[src/rtl/hazard_ctrl.sv]
// hazard_ctrl: central hazard and sequencing controller for the 5-stage pipeline.
// Drives the pipeline-register write enables and flushes plus the PC write
// enable. Handles load-use bubbles, EX-resolved taken branches, multi-cycle
// EX operations with a watchdog, and a global external freeze.
// Optional feature: define PERF_CNT_EN to build the stall/flush perf counters;
// without it both counter outputs are tied to zero.
module hazard_ctrl #(
  parameter int MC_MAX_CYC = 32,
  parameter int CNT_W      = 32
) (
  input  logic             clk,
  input  logic             rst,
  input  logic             ext_stall,
  input  logic [4:0]       id_rs1,
  input  logic [4:0]       id_rs2,
  input  logic             id_use_rs1,
  input  logic             id_use_rs2,
  input  logic [4:0]       ex_rd,
  input  logic             ex_mem_read,
  input  logic             ex_branch_taken,
  input  logic             mc_start,
  input  logic             mc_done,
  output logic             pc_we,
  output logic             ifid_we,
  output logic             ifid_flush,
  output logic             idex_we,
  output logic             idex_flush,
  output logic             exmem_we,
  output logic             exmem_flush,
  output logic             memwb_we,
  output logic             mc_busy,
  output logic             mc_timeout,
  output logic [CNT_W-1:0] stall_cnt,
  output logic [CNT_W-1:0] flush_cnt
);

  localparam int MCW = $clog2(MC_MAX_CYC) + 1;

  localparam logic [0:0] RUN     = 1'b0;
  localparam logic [0:0] MC_WAIT = 1'b1;

  logic [0:0]     state;
  logic [0:0]     state_nxt;
  logic [MCW-1:0] mc_cnt;
  logic [MCW-1:0] mc_cnt_nxt;
  logic           timeout_nxt;
  logic           load_use;
  logic           mc_last;

  assign load_use = ex_mem_read && (ex_rd != 5'd0) &&
                    ((id_use_rs1 && (id_rs1 == ex_rd)) ||
                     (id_use_rs2 && (id_rs2 == ex_rd)));

  assign mc_last = (mc_cnt == MCW'(MC_MAX_CYC - 1));

  assign mc_busy = rst && (state == MC_WAIT);

  // Prioritised control decode and next-state selection for the sequencer
  always_comb begin
    pc_we       = 1'b1;
    ifid_we     = 1'b1;
    idex_we     = 1'b1;
    exmem_we    = 1'b1;
    memwb_we    = 1'b1;
    ifid_flush  = 1'b0;
    idex_flush  = 1'b0;
    exmem_flush = 1'b0;
    state_nxt   = state;
    mc_cnt_nxt  = mc_cnt;
    timeout_nxt = 1'b0;

    if (!rst) begin
      pc_we       = 1'b0;
      ifid_we     = 1'b0;
      idex_we     = 1'b0;
      exmem_we    = 1'b0;
      memwb_we    = 1'b0;
      ifid_flush  = 1'b1;
      idex_flush  = 1'b1;
      exmem_flush = 1'b1;
    end else if (ext_stall) begin
      pc_we    = 1'b0;
      ifid_we  = 1'b0;
      idex_we  = 1'b0;
      exmem_we = 1'b0;
      memwb_we = 1'b0;
    end else if (state == MC_WAIT) begin
      if (mc_done) begin
        state_nxt  = RUN;
        mc_cnt_nxt = '0;
      end else begin
        pc_we       = 1'b0;
        ifid_we     = 1'b0;
        idex_we     = 1'b0;
        exmem_flush = 1'b1;
        if (mc_last) begin
          timeout_nxt = 1'b1;
          state_nxt   = RUN;
          mc_cnt_nxt  = '0;
        end else begin
          mc_cnt_nxt = mc_cnt + MCW'(1);
        end
      end
    end else if (ex_branch_taken) begin
      ifid_flush = 1'b1;
      idex_flush = 1'b1;
    end else if (mc_start) begin
      if (!mc_done) begin
        pc_we       = 1'b0;
        ifid_we     = 1'b0;
        idex_we     = 1'b0;
        exmem_flush = 1'b1;
        state_nxt   = MC_WAIT;
        mc_cnt_nxt  = MCW'(1);
      end
    end else if (load_use) begin
      pc_we      = 1'b0;
      ifid_we    = 1'b0;
      idex_flush = 1'b1;
    end
  end

  // Sequencer state, wait counter and watchdog pulse register
  always_ff @(posedge clk) begin
    if (!rst) begin
      state      <= RUN;
      mc_cnt     <= '0;
      mc_timeout <= 1'b0;
    end else begin
      state      <= state_nxt;
      mc_cnt     <= mc_cnt_nxt;
      mc_timeout <= timeout_nxt;
    end
  end

`ifdef PERF_CNT_EN
  logic count_stall;
  logic count_flush;

  assign count_stall = !ext_stall && !pc_we;
  assign count_flush = !ext_stall && (state == RUN) && ex_branch_taken;

  // Saturating stall-cycle and branch-flush performance counters
  always_ff @(posedge clk) begin
    if (!rst) begin
      stall_cnt <= '0;
      flush_cnt <= '0;
    end else begin
      if (count_stall && (stall_cnt != {CNT_W{1'b1}})) begin
        stall_cnt <= stall_cnt + CNT_W'(1);
      end
      if (count_flush && (flush_cnt != {CNT_W{1'b1}})) begin
        flush_cnt <= flush_cnt + CNT_W'(1);
      end
    end
  end
`else
  assign stall_cnt = '0;
  assign flush_cnt = '0;
`endif

endmodule

[config.mk]
export PLATFORM = sky130hd
export DESIGN_NAME = hazard_ctrl
export DESIGN_NICKNAME = d
export VERILOG_FILES = /design/src/rtl/hazard_ctrl.sv
export SDC_FILE = /design/constraint.sdc
export NUM_CORES = 1
export LEC_CHECK = 0
export ABC_AREA = 1
export BUFFER_PORTS_ARGS = -buffer_cell sky130_fd_sc_hd__buf_2
export CAP_MARGIN = 10
export CORE_ASPECT_RATIO = 1.1
export CORE_MARGIN = 3
export CORE_UTILIZATION = 40
export CTS_BUF_LIST = sky130_fd_sc_hd__clkbuf_16
export DETAILED_ROUTE_END_ITERATION = 8
export PLACE_DENSITY = 0.81
export RECOVER_POWER = 25
export SLEW_MARGIN = 20
export SYNTH_ARGS = -nofsm -noshare
export SYNTH_HDL_FRONTEND = slang
export SYNTH_SLANG_ARGS = --single-unit
[constraint.sdc]
create_clock -name clk -period 3.74 [get_ports clk]
set_input_delay 0.748 -clock clk [delete_from_list [all_inputs] [get_ports clk]]
set_output_delay 0.748 -clock clk [all_outputs]
set_load 0.05 [all_outputs]
==> flow_summary_export.csv, run 1 <==
group,metric,value,unit
critical_path,cp.arrival,1.89,ns
clocking,clockRootBuffer,"clkbuf_16",
power,p_leak,0.8115,nW
clocking,tritoncts.num_buffers,3,
clocking,htree_levels,1,
timing,tns,0,ns
placed_design,placed_area,1182,sq um
final_layout,multiInputGateArea,669.4,sq um
logic_synthesis,ys_warn_count,0,
detailed_routing,vias,1038,
critical_path,worstPathRequired,2.99,ns
timing,maxSlewViolCount,0,
final_layout,register_area,160.2,sq um
power,comb_power_share,45.3,%
placed_design,port_buffers,33,
power,netSwitchingFraction,48.78,%
logic_synthesis,seq_area_frac_synth,12.92,%
grt,overflow,0,
final_layout,mostFrequentLayoutCells,"64 x conb_1, 47 x nand2_1, 33 x buf_2, 31 x inv_1, 16 x nor2_1",
floorplanning,fp.dieW,59.09,um
grt,grt_max_degree,10,
critical_path,crit_fanout,9,
final_layout,syn_to_final_growth,-0.4040,%
timing,finalCriticalPeriod,2.636,ns
timing,setup_violations,0,
final_layout,fillers,312,
detailed_routing,wl,2196,um
grt,grtUsageTotal,11.36,%
floorplanning,ioPinCount,98,
floorplanning,die_h,64.40,um
timing,rsz0062_at_grt,"no",
grt,grt_pass1_vias,841,
final_layout,diodes,0,
final_layout,drive_gt1_share,18.64,%
clocking,post_cts_resized,0,
floorplanning,dieArea,3805,sq um
floorplanning,placementRows,20,
power,vdd_ir_drop_max,0.3335,mV
detailed_routing,via_per_inst,3.859,
power,p_sw,0.2390,mW
critical_path,crit_type,"input pin to output port",
placed_design,gp_congestion,0.7883,
clocking,cts_sinks,8,
final_layout,fin_nets,263,
clocking,clockBufferDepth,2,
timing,finalCritPeriodShare,70.49,%
logic_synthesis,netlist_instances,204,
clocking,cts_tree,"built",
logic_synthesis,synth_cell_types,21,
clocking,insertion_delay,0.23,ns
power,powerDensity,396.8,nW/um^2
clocking,post_cts_buffers,0,
floorplanning,initial_utilization,43.46,%
critical_path,worst_setup_path_start_kind,"input pin",
detailed_routing,drcViolationCount,0,
final_layout,layout_commonest_cell,"conb_1",
logic_synthesis,avgSynthCellArea,6.078,sq um
power,intPower,0.2510,mW
detailed_routing,drtAntennaViolNets,0,
timing,hold_viol_final,0,
critical_path,end_kind,"output port",
grt,grt_first_pass_wirelength,3394,um
final_layout,final_area,1235,sq um
detailed_routing,wl_per_cell,8.164,um
min_path,hold_path.class,"flip-flop to flip-flop",
timing,skew,0.002653,ns
detailed_routing,drt_iter0_markers,32,
clocking,clkTransAtPathRegs,0.03,ns
power,pwr-share-clk,36.4,%
floorplanning,design.core.area,2853,sq um
clocking,hold_buffers,0,
detailed_routing,dr.pass1.iters,4,
logic_synthesis,synthesis.area,1240,sq um
timing,fmax,0.3793,GHz
run,drv_cap,0,
grt,antenna_found_initial,0,
logic_synthesis,synth_seq_cells,8,
outcome,status,"finished clean",
placed_design,dp_hpwl,1970,um
power,power_frac_seq,18.2,%
-- critical path: stages --
cell	delay [ns]
buf_2	0.18
inv_1	0.08
nor2_1	0.22
inv_1	0.09
nor2_1	0.18
nand2_1	0.07
inv_1	0.06
buf_2	0.25
-- power by group through the flow --
stage	clock, mW	combinational [mW]	sequential (mW)
final	0.179	0.222	0.0894
after global routing	0.191	0.236	0.0896
after CTS	0.184	0.224	0.0893
after detailed placement	0	0.224	0.0907
after global placement	0	0.223	0.0906
after floorplan	0	0.251	0.0903
-- cell families (layout without fill, tap and decap cells) --
family,Yosys count,in the layout,share of synthesized area (%)
flops,8,8,12.92
compound gates,10,10,4.137
fa+ha+maj,1,1,1.009
buf+inv,100,69,50.55
simple gates,84,84,31.08
other cells,1,64,0.3024
-- synth_stat cells --
master | instances | area share [%]
nor3_1 | 4 | 1.6
a31oi_1 | 1 | 0.50
nor2_1 | 15 | 4.5
nor3_4 | 1 | 1.3
nand2_2 | 1 | 0.50
inv_1 | 31 | 9.4
o21ai_0 | 4 | 1.6
nor2_2 | 3 | 1.5
conb_1 | 1 | 0.30
inv_2 | 2 | 0.61
nor2_4 | 1 | 0.91
nand4_1 | 2 | 1.0
nand2_1 | 46 | 14
ha_1 | 1 | 1.0
nand3_1 | 8 | 3.2
buf_4 | 67 | 41
a21oi_1 | 3 | 1.2
nor3_2 | 2 | 1.6
o21ai_1 | 2 | 0.81
dfxtp_1 | 8 | 13
nand2_4 | 1 | 0.91
-- final cells by class --
type | instances | share of cell area, %
multi-input combinational | 159 | 54.20
tap | 33 | 3.343
sequential | 8 | 12.97
inverter | 33 | 10.03
timing repair buffer | 33 | 13.37
clock buffer | 3 | 6.079
-- metal layers --
metal,wire length (um),part of all wire (%),track usage (%),up-vias
met1,820,37,12.77,410
met5,0,0,0,-
li1,-,-,-,549
met3,315,14,4.242,6
met4,40,1.8,4.816,0
met2,1020,46,18.78,73
-- through the flow --
stage / worst slack (ns) / hold slack [ns] / power (mW) / utilization (%) / std cells
2_1_floorplan: 0.01428 / 0.4253 / 0.3414 / - / 267
3_3_place_gp: 1.138 / 0.4425 / 0.3134 / 41.45 / 266
3_5_place_dp: 1.148 / 0.4451 / 0.3144 / 41.45 / 266
4_1_cts: 1.149 / 0.4510 / 0.4972 / 44.08 / 269
5_1_grt: 0.8989 / 0.4755 / 0.5165 / 43.29 / 269
6_report: 1.104 / 0.4476 / 0.4900 / 43.29 / 269
-- registers in the layout, indices dropped and copies added, names as in the netlist --
| name | count |
|---|---|
| mc_cnt | 6 |
| mc_timeout | 1 |
| state | 1 |
-- final timing paths --
kind	cells past startpoint	endpoint	slack, ns	from
worst max-delay path	8	ifid_we	1.10	rst
worst min register to register	2	mc_cnt[4]	0.45	mc_cnt[4]
worst max register to register	8	mc_cnt[3]	2.33	mc_cnt[0]
worst min-delay path	2	mc_cnt[4]	0.45	mc_cnt[4]
(Power assumes the default switching activity.)
==> run 2: changes to the inputs <==
==> constraint.sdc (replaced) <==
create_clock -name clk -period 2.5 [get_ports clk]
set_input_delay 0.5 -clock clk [delete_from_list [all_inputs] [get_ports clk]]
set_output_delay 0.5 -clock clk [all_outputs]
set_load 0.05 [all_outputs]
==> flow_summary_export.csv, run 2 (synthesized netlist as in run 1, its figures left out) <==
group,metric,value,unit
clocking,htree_levels,1,
critical_path,crit_top_cell,"nand2_1",
clocking,insertion_delay,0.24,ns
critical_path,crit_fanout,5,
grt,overflow,0,
critical_path,end_kind,"output port",
grt,grtUsageTotal,11.05,%
placed_design,gp_congestion,0.8070,
timing,tightestPinTransition,0.5867,ns
grt,grt_max_degree,10,
grt,grt_pass1_vias,789,
floorplanning,initial_utilization,43.46,%
final_layout,regMostFlops,"mc_cnt",
timing,fmax,0.4962,GHz
timing,worst_slack,0.4845,ns
timing,maxSlewViolCount,0,
timing,maxSlewHeadroom,61.05,%
placed_design,preCtsSetupSlack,0.5109,ns
detailed_routing,drcViolationCount,0,
placed_design,port_buffers,33,
timing,hold_viol_final,0,
floorplanning,fp.dieW,59.09,um
clocking,cts_tree,"built",
power,powerDensity,592.0,nW/um^2
detailed_routing,drtAntennaViolNets,0,
grt,antenna_found_initial,0,
critical_path,worstPathRequired,2.00,ns
detailed_routing,via_per_inst,3.784,
clocking,clkTransAtPathRegs,0.04,ns
final_layout,drive_gt1_share,19.07,%
clocking,tritoncts.num_buffers,3,
final_layout,syn_to_final_growth,0.8074,%
floorplanning,dieArea,3805,sq um
critical_path,cpPeakStageDelay,0.40,ns
floorplanning,die_h,64.40,um
clocking,clockRootBuffer,"clkbuf_16",
floorplanning,placementRows,20,
clocking,clockBufferDepth,2,
timing,finalCritPeriodShare,80.62,%
timing,skew,0.004354,ns
critical_path,crit_type,"flip-flop to output port",
final_layout,largest_reg_flops,6,
floorplanning,design.core.area,2853,sq um
detailed_routing,dr.pass1.iters,4,
grt,grt_first_pass_wirelength,3222,um
run,drv_cap,0,
clocking,cts_sinks,8,
final_layout,reg.largest.list,"mc_cnt x6, mc_timeout x1, state x1",
clocking,hold_buffers,0,
power,vdd_ir_drop_max,0.4154,mV
floorplanning,ioPinCount,98,
detailed_routing,wl,2189,um
final_layout,diodes,0,
placed_design,dp_hpwl,1939,um
final_layout,mostFrequentLayoutCells,"64 x conb_1, 47 x nand2_1, 32 x inv_1, 32 x buf_2, 13 x nor2_1",
clocking,post_cts_buffers,0,
detailed_routing,wl_per_cell,8.138,um
final_layout,register_area,160.2,sq um
detailed_routing,vias,1018,
final_layout,multiInputGateArea,685.7,sq um
critical_path,cp_slowest_cell,"dfxtp_1",
placed_design,dp.cells,266,
outcome,status,"finished clean",
critical_path,cp_cell_sequence,"inv_1 > nor2_2 > inv_1 > nand2_1 > nand2_1 > nand2_1 > buf_2",
final_layout,fillers,316,
critical_path,worst_setup_path_start_kind,"flip-flop",
critical_path,cp.arrival,1.52,ns
detailed_routing,drt_iter0_markers,30,
power,p_leak,0.7942,nW
timing,rsz0062_at_grt,"no",
final_layout,finalNonFillerCells,269,
timing,finalCriticalPeriod,2.015,ns
clocking,post_cts_resized,0,
timing,setup_violations,0,
timing,whs,0.4398,ns
final_layout,layout_commonest_cell,"conb_1",
min_path,hold_path.class,"flip-flop to flip-flop",
final_layout,fin_nets,263,
==> run 2: changes by cell type in the layout (fill, tap and decap cells not counted), sizes merged <==
cell | before | now
buf | 33 | 32
clkbuf | 3 | 4
==> run 2: layout make-up <==
cell class	count	share of cell area [%]
Tap cell	33	3.303
Sequential cell	8	12.81
Multi-Input combinational cell	159	54.85
Clock buffer	3	6.006
Timing Repair Buffer	33	13.11
Inverter	33	9.910
==> run 2: layer usage <==
metal	routed length [um]	track usage, %	vias to the layer above
met5	0	0	-
met4	21	5.949	0
met3	284	3.434	2
met2	1058	18.51	58
met1	825	12.09	413
li1	-	-	545
==> run 2: report_power, final <==
group / internal (mW) / leakage [nW] / switching, mW
clock: 0.206 / 0.0370 / 0.0637
combinational: 0.0405 / 0.692 / 0.296
sequential: 0.131 / 0.0648 / 0.00290
==> run 2: final timing paths <==
check	start	end	slack, ns	cells past startpoint
setup / recovery	state	exmem_flush	0.48	7
hold / removal	mc_cnt[4]	mc_cnt[4]	0.44	2
setup reg to reg	state	mc_cnt[4]	1.17	6
hold reg to reg	mc_cnt[4]	mc_cnt[4]	0.44	2
==> run 2: stage by stage <==
step / instance area, sq um / setup TNS (ns) / util (%) / power (mW)
floorplan: 1491 / -0.1543 / - / 0.5132
global placement: 1195 / 0 / 41.89 / 0.4715
detailed placement: 1195 / 0 / 41.89 / 0.4725
CTS: 1270 / 0 / 44.52 / 0.7460
global route: 1250 / 0 / 43.82 / 0.7786
finish: 1250 / 0 / 43.82 / 0.7400
==> run 2: critical path, delay by kind of cell (launching register included) <==
family	cells	cell delay [ns]
simple gates	4	0.40
buf+inv	3	0.48
flops	1	0.40
==> run 3: changes to the inputs <==
--- a/config.mk
+++ b/config.mk
@@ -5,15 +5,15 @@
 export SDC_FILE = /design/constraint.sdc
 export NUM_CORES = 1
 export LEC_CHECK = 0
-export ABC_AREA = 1
+export ABC_AREA = 0
 export BUFFER_PORTS_ARGS = -buffer_cell sky130_fd_sc_hd__buf_2
 export CAP_MARGIN = 10
 export CORE_ASPECT_RATIO = 1.1
 export CORE_MARGIN = 3
-export CORE_UTILIZATION = 40
+export CORE_UTILIZATION = 34
 export CTS_BUF_LIST = sky130_fd_sc_hd__clkbuf_16
 export DETAILED_ROUTE_END_ITERATION = 8
-export PLACE_DENSITY = 0.81
+export PLACE_DENSITY = 0.76
 export RECOVER_POWER = 25
 export SLEW_MARGIN = 20
 export SYNTH_ARGS = -nofsm -noshare
==> constraint.sdc (replaced) <==
create_clock -name clk -period 1.8 [get_ports clk]
set_input_delay 0.36 -clock clk [delete_from_list [all_inputs] [get_ports clk]]
set_output_delay 0.36 -clock clk [all_outputs]
set_load 0.05 [all_outputs]
==> flow_summary_export.csv, run 3 <==
group,metric,value,unit
clocking,cts_tree,"built",
timing,tightestPinTransition,0.5916,ns
min_path,min_from,"rst",
critical_path,rrSetupSlack,0.39,ns
detailed_routing,drcViolationCount,0,
timing,hold_viol_final,0,
logic_synthesis,ys_warn_count,0,
timing,finalCriticalPeriod,1.848,ns
clocking,clkTransAtPathRegs,0.04,ns
power,powerDensity,791.7,nW/um^2
clocking,clockRootBuffer,"clkbuf_16",
outcome,violations,"setup timing",
final_layout,fin_nets,205,
final_layout,reg.largest.list,"mc_cnt x6, mc_timeout x1, state x1",
critical_path,worstPathRequired,1.44,ns
clocking,post_cts_buffers,0,
final_layout,largest_reg_flops,6,
critical_path,worst_setup_path_start_kind,"input pin",
detailed_routing,wl,2251,um
critical_path,cpPeakStageDelay,0.56,ns
floorplanning,ioPinCount,98,
power,p_leak,0.6715,nW
min_path,hold_end,"mc_cnt[0]",
floorplanning,fp.dieW,60.87,um
floorplanning,design.core.area,3100,sq um
floorplanning,initial_utilization,36.32,%
placed_design,port_buffers,33,
logic_synthesis,yosysTopAreaCellShare,44.00,%
timing,setup_violations,3,
logic_synthesis,async_flop_share,0,%
clocking,cts_sinks,8,
clocking,clockBufferDepth,2,
final_layout,diodes,0,
logic_synthesis,synth_area_leader_cell,"buf_4",
logic_synthesis,synth-edff-count,0,
logic_synthesis,synth-main-ff-cell,"dfxtp_1",
logic_synthesis,avgSynthCellArea,7.820,sq um
placed_design,dp_hpwl,1789,um
timing,whs,0.4259,ns
grt,overflow,0,
grt,grt_first_pass_wirelength,3249,um
floorplanning,placementRows,21,
critical_path,r2r-start,"state",
critical_path,cp.arrival,1.49,ns
critical_path,crit_type,"input pin to output port",
floorplanning,dieArea,4039,sq um
logic_synthesis,synthTopCellsByCount,"66 x buf_4, 10 x xor2_1, 9 x nor2_1",
outcome,status,"finished, violations left",
critical_path,cp_slowest_cell,"or4_4",
logic_synthesis,yosys-top-cells-area,"buf_4 44%, dfxtp_1 14%, xor2_1 7.8%",
placed_design,preCtsSetupSlack,-0.2310,ns
timing,worst_slack,-0.04814,ns
detailed_routing,drt_iter0_markers,19,
power,totalPowerFinal,1.028,mW
grt,grtUsageTotal,10.91,%
critical_path,crit_top_cell,"buf_8",
min_path,hold_path.class,"input pin to flip-flop",
logic_synthesis,synth_seq_cells,8,
final_layout,layout_commonest_cell,"conb_1",
grt,antenna_found_initial,0,
critical_path,end_kind,"output port",
run,drv_cap,0,
logic_synthesis,synth_cell_types,36,
timing,finalCritPeriodShare,102.7,%
min_path,holdPathStages,2,
clocking,htree_levels,1,
detailed_routing,via_per_inst,4.175,
final_layout,final_area,1299,sq um
critical_path,crit_fanout,3,
final_layout,regMostFlops,"mc_cnt",
timing,rsz0062_at_grt,"yes",
timing,maxSlewHeadroom,60.73,%
clocking,insertion_delay,0.23,ns
logic_synthesis,netlist_instances,144,
timing,skew,0.0007498,ns
logic_synthesis,synth_most_common_cell,"buf_4",
final_layout,syn_to_final_growth,15.33,%
final_layout,fillers,314,
critical_path,r2r_end,"mc_cnt[5]",
logic_synthesis,synthesis.area,1126,sq um
floorplanning,die_h,66.36,um
detailed_routing,vias,885,
critical_path,cp_cell_sequence,"buf_8 > or4_4 > o21ai_2 > o21a_4 > buf_8",
clocking,tritoncts.num_buffers,3,
logic_synthesis,seq_area_frac_synth,14.22,%
final_layout,mostFrequentLayoutCells,"64 x conb_1, 21 x buf_2, 10 x xor2_1, 8 x nor2_1, 8 x dfxtp_1",
grt,grt_max_degree,10,
grt,grt_pass1_vias,788,
placed_design,placed_area,1110,sq um
final_layout,drive_gt1_share,26.97,%
detailed_routing,wl_per_cell,10.62,um
power,vdd_ir_drop_max,0.4309,mV
detailed_routing,dr.pass1.iters,4,
timing,maxSlewViolCount,0,
placed_design,gp_congestion,0.7867,
detailed_routing,drtAntennaViolNets,0,
timing,fmax,0.5411,GHz
critical_path,r2r_cells,4,
==> run 3: changes by cell type in the layout (fill, tap and decap cells not counted), sizes merged, moves of 3 or more <==
cell / before / now
nand2: 48 / 3
nand3: 8 / 3
xor2: 0 / 10
inv: 33 / 3
nor2: 19 / 9
nor4: 0 / 3
nor3: 7 / 0
and2: 0 / 4
buf: 32 / 35
==> run 3: how the worst max path moves through the flow <==
stage / startpoint / to / slack (ns) / cells past startpoint
2_1_floorplan: ext_stall / pc_we / -0.21 / 5
3_3_place_gp: ex_rd[1] / pc_we / -0.20 / 5
3_5_place_dp: ex_rd[1] / ifid_we / -0.23 / 5
4_1_cts: id_rs2[3] / ifid_we / -0.04 / 6
5_1_grt: id_rs2[3] / pc_we / -0.11 / 6
6_report: ex_rd[2] / pc_we / -0.05 / 5
==> run 3: final cells by class <==
class,instances,area [sq um],area share (%)
Tap cell,34,42.54,3.276
Sequential cell,8,160.2,12.33
Timing Repair Buffer,36,270.3,20.81
Inverter,3,11.26,0.8670
Multi-Input combinational cell,128,739.5,56.94
Clock buffer,3,75.07,5.780
==> run 3: kinds of logic (layout without fill, tap and decap cells) <==
group	Yosys count	after routing	synth area share (%)
flip-flops	8	8	14.22
AO/OA/AOI/OAI	18	18	11.67
multiplexers	1	1	0.8889
buffers and inverters	71	42	45.78
other	1	64	0.3330
XOR/XNOR	12	12	9.333
adder cells (fa/ha/maj)	1	1	1.111
AND/OR/NAND/NOR	32	32	16.67
==> run 3: routing by layer <==
layer / track usage, % / up-vias / wire (um)
met1: 10.40 / 398 / 737
met3: 3.906 / 3 / 321
li1: - / 420 / -
met5: 0 / - / 0
met2: 20.59 / 64 / 1169
met4: 4.065 / 0 / 22
==> run 3: per-stage QoR <==
stage               std cells  utilization [%]  TNS [ns]
floorplan                 207                -   -0.3379
global placement          209            35.80   -0.5072
detailed placement        209            35.80   -0.5899
CTS                       212            41.24   -0.1217
global route              212            41.89   -0.2860
finish                    212            41.89   -0.1271
==> run 3: power breakdown <==
group / switching, mW / internal, mW
sequential: 0.00261 / 0.180
clock: 0.0840 / 0.286
combinational: 0.395 / 0.0807
==> run 3: what timing repair did <==
action | CTS | global route
hold buffers | 0 | 0
gates resized for setup | 25 | 3
setup endpoints to repair | 3 | 3
pin swaps | 11 | 4
==> run 3: critical path, delay by kind of cell <==
kind                   cells  cell delay [ns]
and+or+nand+nor            1             0.56
AOI/OAI and AO/OA          2             0.33
buffers and inverters      2             0.24
